### config.mk
export PLATFORM = sky130hd
export DESIGN_NAME = fg_dac_write_sequencer
export DESIGN_NICKNAME = d
export VERILOG_FILES = /design/src/rtl/fg_dac_write_sequencer.sv
export SDC_FILE = /design/constraint.sdc
export NUM_CORES = 1
export LEC_CHECK = 0
export BUFFER_PORTS_ARGS = -buffer_cell sky130_fd_sc_hd__buf_2
export CORE_MARGIN = 10
export CORE_UTILIZATION = 55
export CTS_CLUSTER_SIZE = 40
export DETAILED_ROUTE_END_ITERATION = 7
export PLACE_DENSITY = 0.81
export SLEW_MARGIN = 20
export SYNTH_ARGS = -nofsm -noshare
export SYNTH_HDL_FRONTEND = slang
export SYNTH_SLANG_ARGS = --single-unit
### constraint.sdc
create_clock -name clk -period 8.2 [get_ports clk]
set_input_delay 0.82 -clock clk [delete_from_list [all_inputs] [get_ports clk]]
set_output_delay 0.82 -clock clk [all_outputs]
set_load 0.02 [all_outputs]
### src/rtl/fg_dac_write_sequencer.sv
// fg_dac_write_sequencer: buffers generator samples and drives the DAC bus with programmable setup/write/hold/clear timing.
module fg_dac_write_sequencer #(
  parameter int BITWIDTH     = 8,
  parameter int CLR_CYCLES   = 4,
  parameter int SETUP_CYCLES = 1,
  parameter int WR_CYCLES    = 2,
  parameter int HOLD_CYCLES  = 1
) (
  input  logic                clk,
  input  logic                rst_n,
  input  logic                enable_i,
  input  logic [BITWIDTH-1:0] sample_i,
  input  logic                sample_valid_i,
  input  logic                overrun_clr_i,
  output logic [BITWIDTH-1:0] dac_data_o,
  output logic                dac_wr_n_o,
  output logic                dac_pd_n_o,
  output logic                dac_clr_n_o,
  output logic                busy_o,
  output logic                overrun_o,
  output logic [7:0]          drop_cnt_o
);
  localparam int MAX_SH = SETUP_CYCLES > HOLD_CYCLES ? SETUP_CYCLES : HOLD_CYCLES;
  localparam int MAX_CW = CLR_CYCLES > WR_CYCLES ? CLR_CYCLES : WR_CYCLES;
  localparam int MAXC   = MAX_SH > MAX_CW ? MAX_SH : MAX_CW;
  localparam int CW     = $clog2(MAXC + 1);
  if (CLR_CYCLES < 1 || SETUP_CYCLES < 1 || WR_CYCLES < 1 || HOLD_CYCLES < 1) begin : g_param_check
    $error("fg_dac_write_sequencer: all timing parameters must be >= 1");
  end
  typedef enum logic [2:0] {CLEAR, IDLE, SETUP, WRITE, HOLD} state_t;
  state_t              state_q, state_d;
  logic [CW-1:0]       cnt_q, cnt_d;
  logic [BITWIDTH-1:0] e0_q, e0_d, e1_q, e1_d, data_q, data_d;
  logic [1:0]          fcnt_q, fcnt_d;
  logic                wr_n_q, wr_n_d, pd_n_q, pd_n_d, clr_n_q, clr_n_d;
  logic                busy_q, busy_d, ovr_q, ovr_d;
  logic [7:0]          drop_q, drop_d;
  int                  lim;
  logic                last, pop, push, drop;
  assign lim  = state_q == CLEAR ? CLR_CYCLES : state_q == SETUP ? SETUP_CYCLES :
                state_q == WRITE ? WR_CYCLES : HOLD_CYCLES;
  assign last = cnt_q == CW'(lim - 1);
  assign pop  = enable_i && fcnt_q != 2'd0 && (state_q == IDLE || (state_q == HOLD && last));
  assign push = sample_valid_i && enable_i && state_q != CLEAR;
  // a full buffer still accepts a push when the head leaves on the same edge
  assign drop = push && fcnt_q == 2'd2 && !pop;
  always_ff @(posedge clk) begin
    if (!rst_n) begin
      state_q <= CLEAR;
      cnt_q   <= '0;
    end else begin
      state_q <= state_d;
      cnt_q   <= cnt_d;
    end
  end
  always_comb begin
    state_d = state_q;
    cnt_d   = last ? '0 : cnt_q + 1'b1;
    case (state_q)
      CLEAR:   state_d = last ? IDLE : CLEAR;
      IDLE:    state_d = pop ? SETUP : IDLE;
      SETUP:   state_d = last ? WRITE : SETUP;
      WRITE:   state_d = last ? HOLD : WRITE;
      HOLD:    state_d = last ? (pop ? SETUP : IDLE) : HOLD;
      default: state_d = CLEAR;
    endcase
    if (state_q == IDLE) cnt_d = '0;
  end
  always_comb begin
    e0_d   = e0_q;
    e1_d   = e1_q;
    fcnt_d = fcnt_q;
    if (pop) begin
      e0_d   = e1_q;
      fcnt_d = fcnt_q - 2'd1;
    end
    if (push && !drop) begin
      if (fcnt_d == 2'd0) e0_d = sample_i;
      else e1_d = sample_i;
      fcnt_d = fcnt_d + 2'd1;
    end
    if (!enable_i) fcnt_d = 2'd0;
  end
  // outputs are registered from next-state so the write strobe cannot glitch
  always_comb begin
    data_d  = pop ? e0_q : data_q;
    wr_n_d  = state_d != WRITE;
    clr_n_d = state_d != CLEAR;
    pd_n_d  = enable_i && state_q != CLEAR;
    busy_d  = state_d == SETUP || state_d == WRITE || state_d == HOLD || fcnt_d != 2'd0;
    ovr_d   = drop || (ovr_q && !overrun_clr_i);
    drop_d  = drop && drop_q != 8'hff ? drop_q + 8'd1 : drop_q;
  end
  always_ff @(posedge clk) begin
    if (!rst_n) begin
      fcnt_q  <= '0;
      e0_q    <= '0;
      e1_q    <= '0;
      data_q  <= '0;
      wr_n_q  <= 1'b1;
      pd_n_q  <= 1'b0;
      clr_n_q <= 1'b0;
      busy_q  <= 1'b0;
      ovr_q   <= 1'b0;
      drop_q  <= '0;
    end else begin
      fcnt_q  <= fcnt_d;
      e0_q    <= e0_d;
      e1_q    <= e1_d;
      data_q  <= data_d;
      wr_n_q  <= wr_n_d;
      pd_n_q  <= pd_n_d;
      clr_n_q <= clr_n_d;
      busy_q  <= busy_d;
      ovr_q   <= ovr_d;
      drop_q  <= drop_d;
    end
  end
  assign dac_data_o  = data_q;
  assign dac_wr_n_o  = wr_n_q;
  assign dac_pd_n_o  = pd_n_q;
  assign dac_clr_n_o = clr_n_q;
  assign busy_o      = busy_q;
  assign overrun_o   = ovr_q;
  assign drop_cnt_o  = drop_q;
endmodule

[Yosys cells after proc, flatten, opt, wreduce, memory -nomap -nowiden]
Index checks and enable logic that the tools add are counted.
Operators by class
  div/mod/pow operators: 0
  add/subtract/negate cells: 5
  reductions and logical operators: 27
  multiply operators: 0
  muxes and demuxes: 15
  equality and inequality tests: 11
  order comparisons: 0
  shift-type cells: 0
  bitwise logic cells: 2
Operators by type and width (number)
  two-way mux 8 bit: 3
  case mux 3 bit (5 select lines): 1
  equality test 3 x 2 -> 1 bit, second input constant: 4
  two-way mux 2 bit: 6
  logical AND 1 bit: 11
  two-way mux 3 bit: 3
  adder 8 x 1 -> 8 bit, second input constant: 1
  inequality test 8 bit, second input constant: 1
  equality test 3 bit, second input constant: 2
  nonzero test 3 bit: 2
  logical OR 1 bit: 5
  nonzero test 2 bit: 2
  adder 3 x 1 -> 3 bit, second input constant: 1
  equality test 3 x 1 -> 1 bit, second input constant: 1
  equality test 3 bit: 1
  logical NOT 1 bit: 3
  logical NOT 3 bit: 1
  inequality test 3 x 2 -> 1 bit, second input constant: 1
  OR reduction 3 bit: 1
  subtractor 3 x 1 -> 3 bit, second input constant: 1
  adder 2 x 1 -> 2 bit, second input constant: 1
  equality test 2 bit, second input constant: 1
  logical NOT 2 bit: 1
  two-way mux 1 bit: 2
  other kinds (3): 4
Storage, ports and cells
  logic and storage cells: 72
  ROM bits: 0
  bits in registers: 45
  input port bits: 13
  bits in latches: 0
  RAM bits: 0
  output and inout port bits: 21
  memories: 0

[Longest topological paths before layout]
Gate-level depths: netlist of run 1.
  word-level depth: 17
  depth in mapped cells: 12
  depth with buffers taken out: 10

[Worst setup path before layout of run 1]
No wires, ideal clock.
  path kind: input to register
  start point: input port enable_i
  end point: register e0_q[5]
  cell stages on the path: 9
  slack: 5.450 ns
  path buffers: 2
  required time: 8.114 ns
  arrival: 2.664 ns
  cell sequence: or4bb_1 o32ai_2 buf_6 o21ai_0 ha_1 nand3_1 clkbuf_1 nor2_1 a211oi_1
On the way
  word-level cells in the longest chain between the ends: 7
  elaborated cells on any way between the ends: 14
RTL lines
  start: declaration: RTL line 11  | input logic enable_i,
  parallel branches: the longest is 6 deep, another holds two-way mux 8 bit
  two-way mux 8 bit (*): RTL line 77  | if (push && !drop) begin
  end signal: assignment: RTL line 97  | e0_q <= '0;
  end signal: assignment: RTL line 108  | e0_q <= e0_d;
  end: declaration: RTL line 33  | logic [BITWIDTH-1:0] e0_q, e0_d, e1_q, e1_d, data_q, data_d;
Every way passes the cells marked *.
A chain may end at the register's enable or synchronous reset.

[Final worst setup path of run 1]
  start point: register fcnt_q[0]
  end point: register e0_q[7]
On the way
  word-level cells in the longest chain between the ends: 8
  elaborated cells on any way between the ends: 15
RTL lines
  start: declaration: RTL line 34  | logic [1:0] fcnt_q, fcnt_d;
  start signal: assignment: RTL line 107  | fcnt_q <= fcnt_d;
  parallel branches: the longest is 7 deep, another holds subtractor 2 x 1 -> 2 bit
  two-way mux 8 bit (*): RTL line 77
Marks and branches as above.

==> results of run 1 <==
logic make-up after synthesis:
family / count (synthesis)
simple gates: 86
compound gates: 35
xor+xnor: 10
buf+inv: 19
mux: 26
fa+ha+maj: 5
flops: 45
power by group:
part	switching (mW)	internal, mW
clock	0.0747	0.0915
sequential	0.0156	0.234
combinational	0.0470	0.0326
total	0.137	0.358
registers in the layout, indices dropped and copies added (netlist names):
register / cells
dac_wr_n_o: 1
e0_q: 8
busy_o: 1
state_q: 3
dac_pd_n_o: 1
fcnt_q: 2
dac_clr_n_o: 1
cnt_q: 3
dac_data_o: 8
overrun_o: 1
drop_cnt_o: 8
e1_q: 8
cell usage after synthesis, drive strengths merged (2+ instances only):
cell,instances
or3,2
o21ai,6
o32ai,2
ha,5
o311ai,2
a211oi,9
xnor2,9
nand3,9
nand3b,2
nor4,3
clkbuf,6
nor3,3
buf,6
dfxtp,45
nor3b,2
inv,6
nand2,8
a21oi,7
and3b,2
nor2,45
mux2i,26
nand2b,3
o21a,3
o211ai,2
cell type report:
class | instances | area, um2
Sequential cell | 45 | 901
Tap cell | 48 | 60.1
Clock buffer | 6 | 72.6
Timing Repair Buffer | 34 | 173
Fill cell | 332 | 1300
Multi-Input combinational cell | 162 | 1090
Inverter | 7 | 26.3
Clock inverter | 2 | 38.8
final timing paths:
kind              cells past startpoint  startpoint   endpoint  slack, ns
setup / recovery                     10   fcnt_q[0]    e0_q[7]       4.92
hold / removal                        2   overrun_o  overrun_o       0.48
setup reg to reg                     10   fcnt_q[0]    e0_q[7]       4.92
hold reg to reg                       2   overrun_o  overrun_o       0.48
per-stage QoR:
stage | utilization | worst slack (ns) | cells
finish | 0.644 | 4.92 | 304
detailed placement | 0.613 | 4.67 | 296
floorplan | - | 5.45 | 226
global route | 0.644 | 4.65 | 304
CTS | 0.644 | 4.91 | 304
global placement | 0.613 | 4.82 | 296
worst reg2reg max path, stage by stage, from the launching register on:
cell      delay, ns
dfxtp_1        0.39
inv_1          0.09
ha_1           0.25
or4bb_1        0.57
o32ai_4        0.15
buf_4          0.39
xnor2_1        0.27
ha_1           0.22
nand3_1        0.44
nor2_1         0.29
a211oi_1       0.08
per-layer routing:
metal,vias to the layer above,track usage,share of wire
li1,847,-,-
met1,773,0.153,0.45
met2,40,0.205,0.47
met3,5,0.0508,0.076
met4,0,0.0467,0.013
met5,-,0,0
==> results.json, run 1 <==
{
  "tightest_slew_ns": 0.924,
  "grt_max_degree": 36,
  "drtAntennaViolNets": 0,
  "yosys.area.top_type": "dfxtp_1",
  "tns_ns": 0,
  "clock_latency_ns": 0.30,
  "clock-skew-final_ns": 0.00675,
  "path_cells": "inv_1 -> ha_1 -> or4bb_1 -> o32ai_4 -> buf_4 -> xnor2_1 -> ha_1 -> nand3_1 -> nor2_1 -> a211oi_1",
  "hpwlAfterDp_um": 2990,
  "most-common-layout-cells": "45 x nor2_1, 45 x dfxtp_1, 33 x buf_2",
  "via_count": 1665,
  "critPathTopFamily": "simple AND/OR/NAND/NOR gates",
  "ys.warnings.count": 0,
  "fp.coreArea_um2": 3660,
  "synth_top_family_by_area": "simple AND/OR/NAND/NOR gates",
  "grt_remaining_overflow": 0,
  "hp-class": "reg2reg",
  "syn2layout_area_growth_pct": 13.7,
  "crit_buf_inv": 2,
  "slowest_delay_ns": 0.57,
  "nets": 273,
  "drc": 0,
  "crit_fanout": 29,
  "power_leakage_nw": 0.904,
  "cts_buffers": 5,
  "via_per_inst": 5.48,
  "finalCritPeriodShare": 0.400,
  "max_freq_ghz": 0.305,
  "yosysSeqAreaShare": 0.435,
  "synth_area_leaders": "dfxtp_1 43%, mux2i_1 13%, nor2_1 8.1%, xnor2_1 3.8%, a211oi_1 3.3%",
  "die_x_um": 81.4,
  "hold_ws_ns": 0.476,
  "synth-edff-count": 0,
  "synth_top_area_frac": 0.435,
  "rows": 22,
  "wire_per_inst_um": 13.8,
  "cts_max_level": 2,
  "pin_count": 34,
  "syn-instance-count": 226,
  "rsz0062_at_grt": "no",
  "placed_cell_area_um2": 2250,
  "relSlewSlack": 0.380,
  "final_cell_area_um2": 2360,
  "cts.sinks": 45,
  "chipHeight_um": 81.4,
  "drtIter0Drc": 125,
  "start_kind": "register",
  "power_density_nw_per_um2": 210,
  "synth_compound_area_frac": 0.121,
  "diodes": 0,
  "power_mw": 0.495,
  "ctsResizeCount": 0,
  "cpMostUsedCell": "ha_1",
  "synthArstFlopShare": 0,
  "synth-adder-area-share": 0.0302,
  "cts_setup_buffers": 0,
  "peakVddDrop_mv": 0.144,
  "portBuffers": 33,
  "grt_pass1_vias": 1527,
  "clk_pin_slew_ns": 0.08,
  "synth_seq_cells": 45,
  "grt_pass1_wl_um": 6870,
  "drive_gt1_frac": 0.172,
  "synth_cell_types": 43,
  "start_util": 0.566,
  "grt_usage": 0.129,
  "synth_mux_area_frac": 0.126,
  "dieArea_um2": 6630,
  "cp-end-kind": "register",
  "hold_buffers": 0,
  "cp_slowest_cell": "or4bb_1",
  "antenna_found_initial": 0,
  "fin_crit_ns": 3.28,
  "crit_arrival_ns": 3.44,
  "dr.pass1.iters": 4,
  "crit_type": "reg2reg",
  "place.gp.congestion": 0.859,
  "syn_area_um2": 2070,
  "wirelength_um": 4200,
  "synth-simple-area-share": 0.200,
  "status": "completed",
  "synth_nets": 244,
  "maxSlewViolCount": 0,
  "setup_violations": 0,
  "cts_tree": "done",
  "postSynthAreaPerCell_um2": 9.17,
  "hold_violations": 0,
  "cts_buffer_depth": 2,
  "synth_ff_type": "dfxtp_1",
  "cp.required_ns": 8.36,
  "ctsRootBufferMaster": "clkbuf_8",
  "synthXorXnorAreaFrac": 0.0422,
  "max_cap_viol_count": 0
}
(Power assumes the default switching activity.)
==> inputs of run 2 (changes only) <==
Settings changed: CORE_UTILIZATION 55 to 50, PLACE_DENSITY 0.81 to 0.78.
Clock period 8.2 ns to 2.8 ns, I/O delays scaled along.
==> results.json, run 2 (same netlist as run 1, synthesis figures left out) <==
{
  "dieArea_um2": 7120,
  "ctsRootBufferMaster": "clkbuf_8",
  "crit_buf_inv": 2,
  "fp.coreArea_um2": 4000,
  "hold-path-cell-count": 3,
  "max_freq_ghz": 0.385,
  "crit_type": "reg2reg",
  "chipHeight_um": 84.4,
  "diodes": 0,
  "crit_fanout": 8,
  "place.gp.congestion": 0.892,
  "critPathTopFamily": "simple AND/OR/NAND/NOR gates",
  "intPower_mw": 0.968,
  "drtIter0Drc": 148,
  "cts_max_level": 2,
  "tns_ns": 0,
  "cts.sinks": 45,
  "clkPwrFrac": 0.293,
  "cts_buffers": 5,
  "wire_per_inst_um": 13.8,
  "dr.pass1.iters": 4,
  "ctsResizeCount": 0,
  "max_cap_viol_count": 0,
  "rr_worst_depth": 10,
  "fin_crit_ns": 2.59,
  "grt_pass1_vias": 1655,
  "antenna_found_initial": 0,
  "hold_buffers": 0,
  "status": "completed",
  "nFillCells": 363,
  "drive_gt1_frac": 0.210,
  "grt_remaining_overflow": 0,
  "rsz0062_at_grt": "no",
  "syn2layout_area_growth_pct": 15.8,
  "cts_setup_buffers": 0,
  "via_count": 1720,
  "grt_pass1_wl_um": 7310,
  "multi_input_area_um2": 1100,
  "p_comb_frac": 0.185,
  "relSlewSlack": 0.652,
  "cp.depth": 10,
  "cts_buffer_depth": 2,
  "nets": 279,
  "rows": 23,
  "cpMostUsedCell": "ha_1",
  "clock-skew-final_ns": 0.00749,
  "tightest_slew_ns": 0.520,
  "hp-class": "in2reg",
  "setup_violations": 0,
  "maxSlewViolCount": 0,
  "slowest_delay_ns": 0.56,
  "drc": 0,
  "via_per_inst": 5.51,
  "placed_cell_area_um2": 2290,
  "start_util": 0.518,
  "path_cells": "inv_1 -> ha_1 -> or4bb_4 -> o32ai_4 -> xnor2_2 -> ha_1 -> and3b_1 -> buf_6 -> mux2i_1 -> nor2_1",
  "power_mw": 1.38,
  "hpwlAfterDp_um": 3060,
  "clock_latency_ns": 0.30,
  "finalCritPeriodShare": 0.927,
  "crit_arrival_ns": 2.78,
  "wirelength_um": 4300,
  "die_x_um": 84.4,
  "grt_usage": 0.120,
  "cts_tree": "done",
  "pin_count": 34,
  "reg2reg_setup_slack_ns": 0.21,
  "grt_max_degree": 36,
  "peakVddDrop_mv": 0.301,
  "final_cell_area_um2": 2400,
  "regArea_um2": 903,
  "layout_commonest_cell": "nor2_1",
  "power_leakage_nw": 0.929,
  "switchingPower_mw": 0.413,
  "clk_pin_slew_ns": 0.09,
  "drtAntennaViolNets": 0,
  "power_density_nw_per_um2": 575,
  "hold_violations": 0,
  "start_kind": "register",
  "portBuffers": 33,
  "most-common-layout-cells": "45 x nor2_1, 43 x dfxtp_1, 33 x buf_2",
  "cp_slowest_cell": "or4bb_4",
  "seqPwrFrac": 0.522,
  "swShare": 0.299,
  "cp-end-kind": "register",
  "cp.required_ns": 2.98
}
-- run 2: worst reg2reg max path, stage by stage, from the launching register on --
cell,delay (ns)
dfxtp_2,0.37
inv_1,0.07
ha_1,0.26
or4bb_4,0.56
o32ai_4,0.20
xnor2_2,0.14
ha_1,0.23
and3b_1,0.23
buf_6,0.16
mux2i_1,0.21
nor2_1,0.05
-- run 2: cell type report --
cell class / count / share of cell area
Tap cell: 50 / 0.0261
Clock inverter: 3 / 0.00886
Clock buffer: 5 / 0.0287
Inverter: 7 / 0.0109
Sequential cell: 45 / 0.376
Multi-Input combinational cell: 162 / 0.457
Timing Repair Buffer: 40 / 0.0922
-- run 2: stage by stage --
stage	cells	utilization	hold WS, ns	worst slack (ns)
floorplan	226	-	0.427	0.211
global placement	304	0.573	0.458	0.234
detailed placement	304	0.573	0.474	0.0945
CTS	312	0.596	0.215	0.0733
global route	312	0.600	0.220	0.0242
finish	312	0.600	0.223	0.205
-- run 2: worst paths after layout --
check / start / to
setup reg to reg: fcnt_q[0] / e1_q[4]
setup / recovery: fcnt_q[0] / e1_q[4]
hold / removal: sample_i[6] / e1_q[6]
hold reg to reg: overrun_o / overrun_o
-- run 2: power groups by stage --
stage	combinational [mW]	sequential (mW)	clock [mW]
after detailed placement	0.253	0.734	0
final	0.256	0.720	0.404
after floorplan	0.174	0.740	0
after CTS	0.255	0.719	0.423
after global routing	0.285	0.729	0.446
after global placement	0.246	0.733	0
-- run 2: routing by layer --
layer | GRT usage | share of wire | vias up
li1 | - | - | 865
met1 | 0.132 | 0.44 | 800
met2 | 0.203 | 0.48 | 50
met3 | 0.0415 | 0.066 | 5
met4 | 0.0569 | 0.017 | 0
met5 | 0 | 0 | -
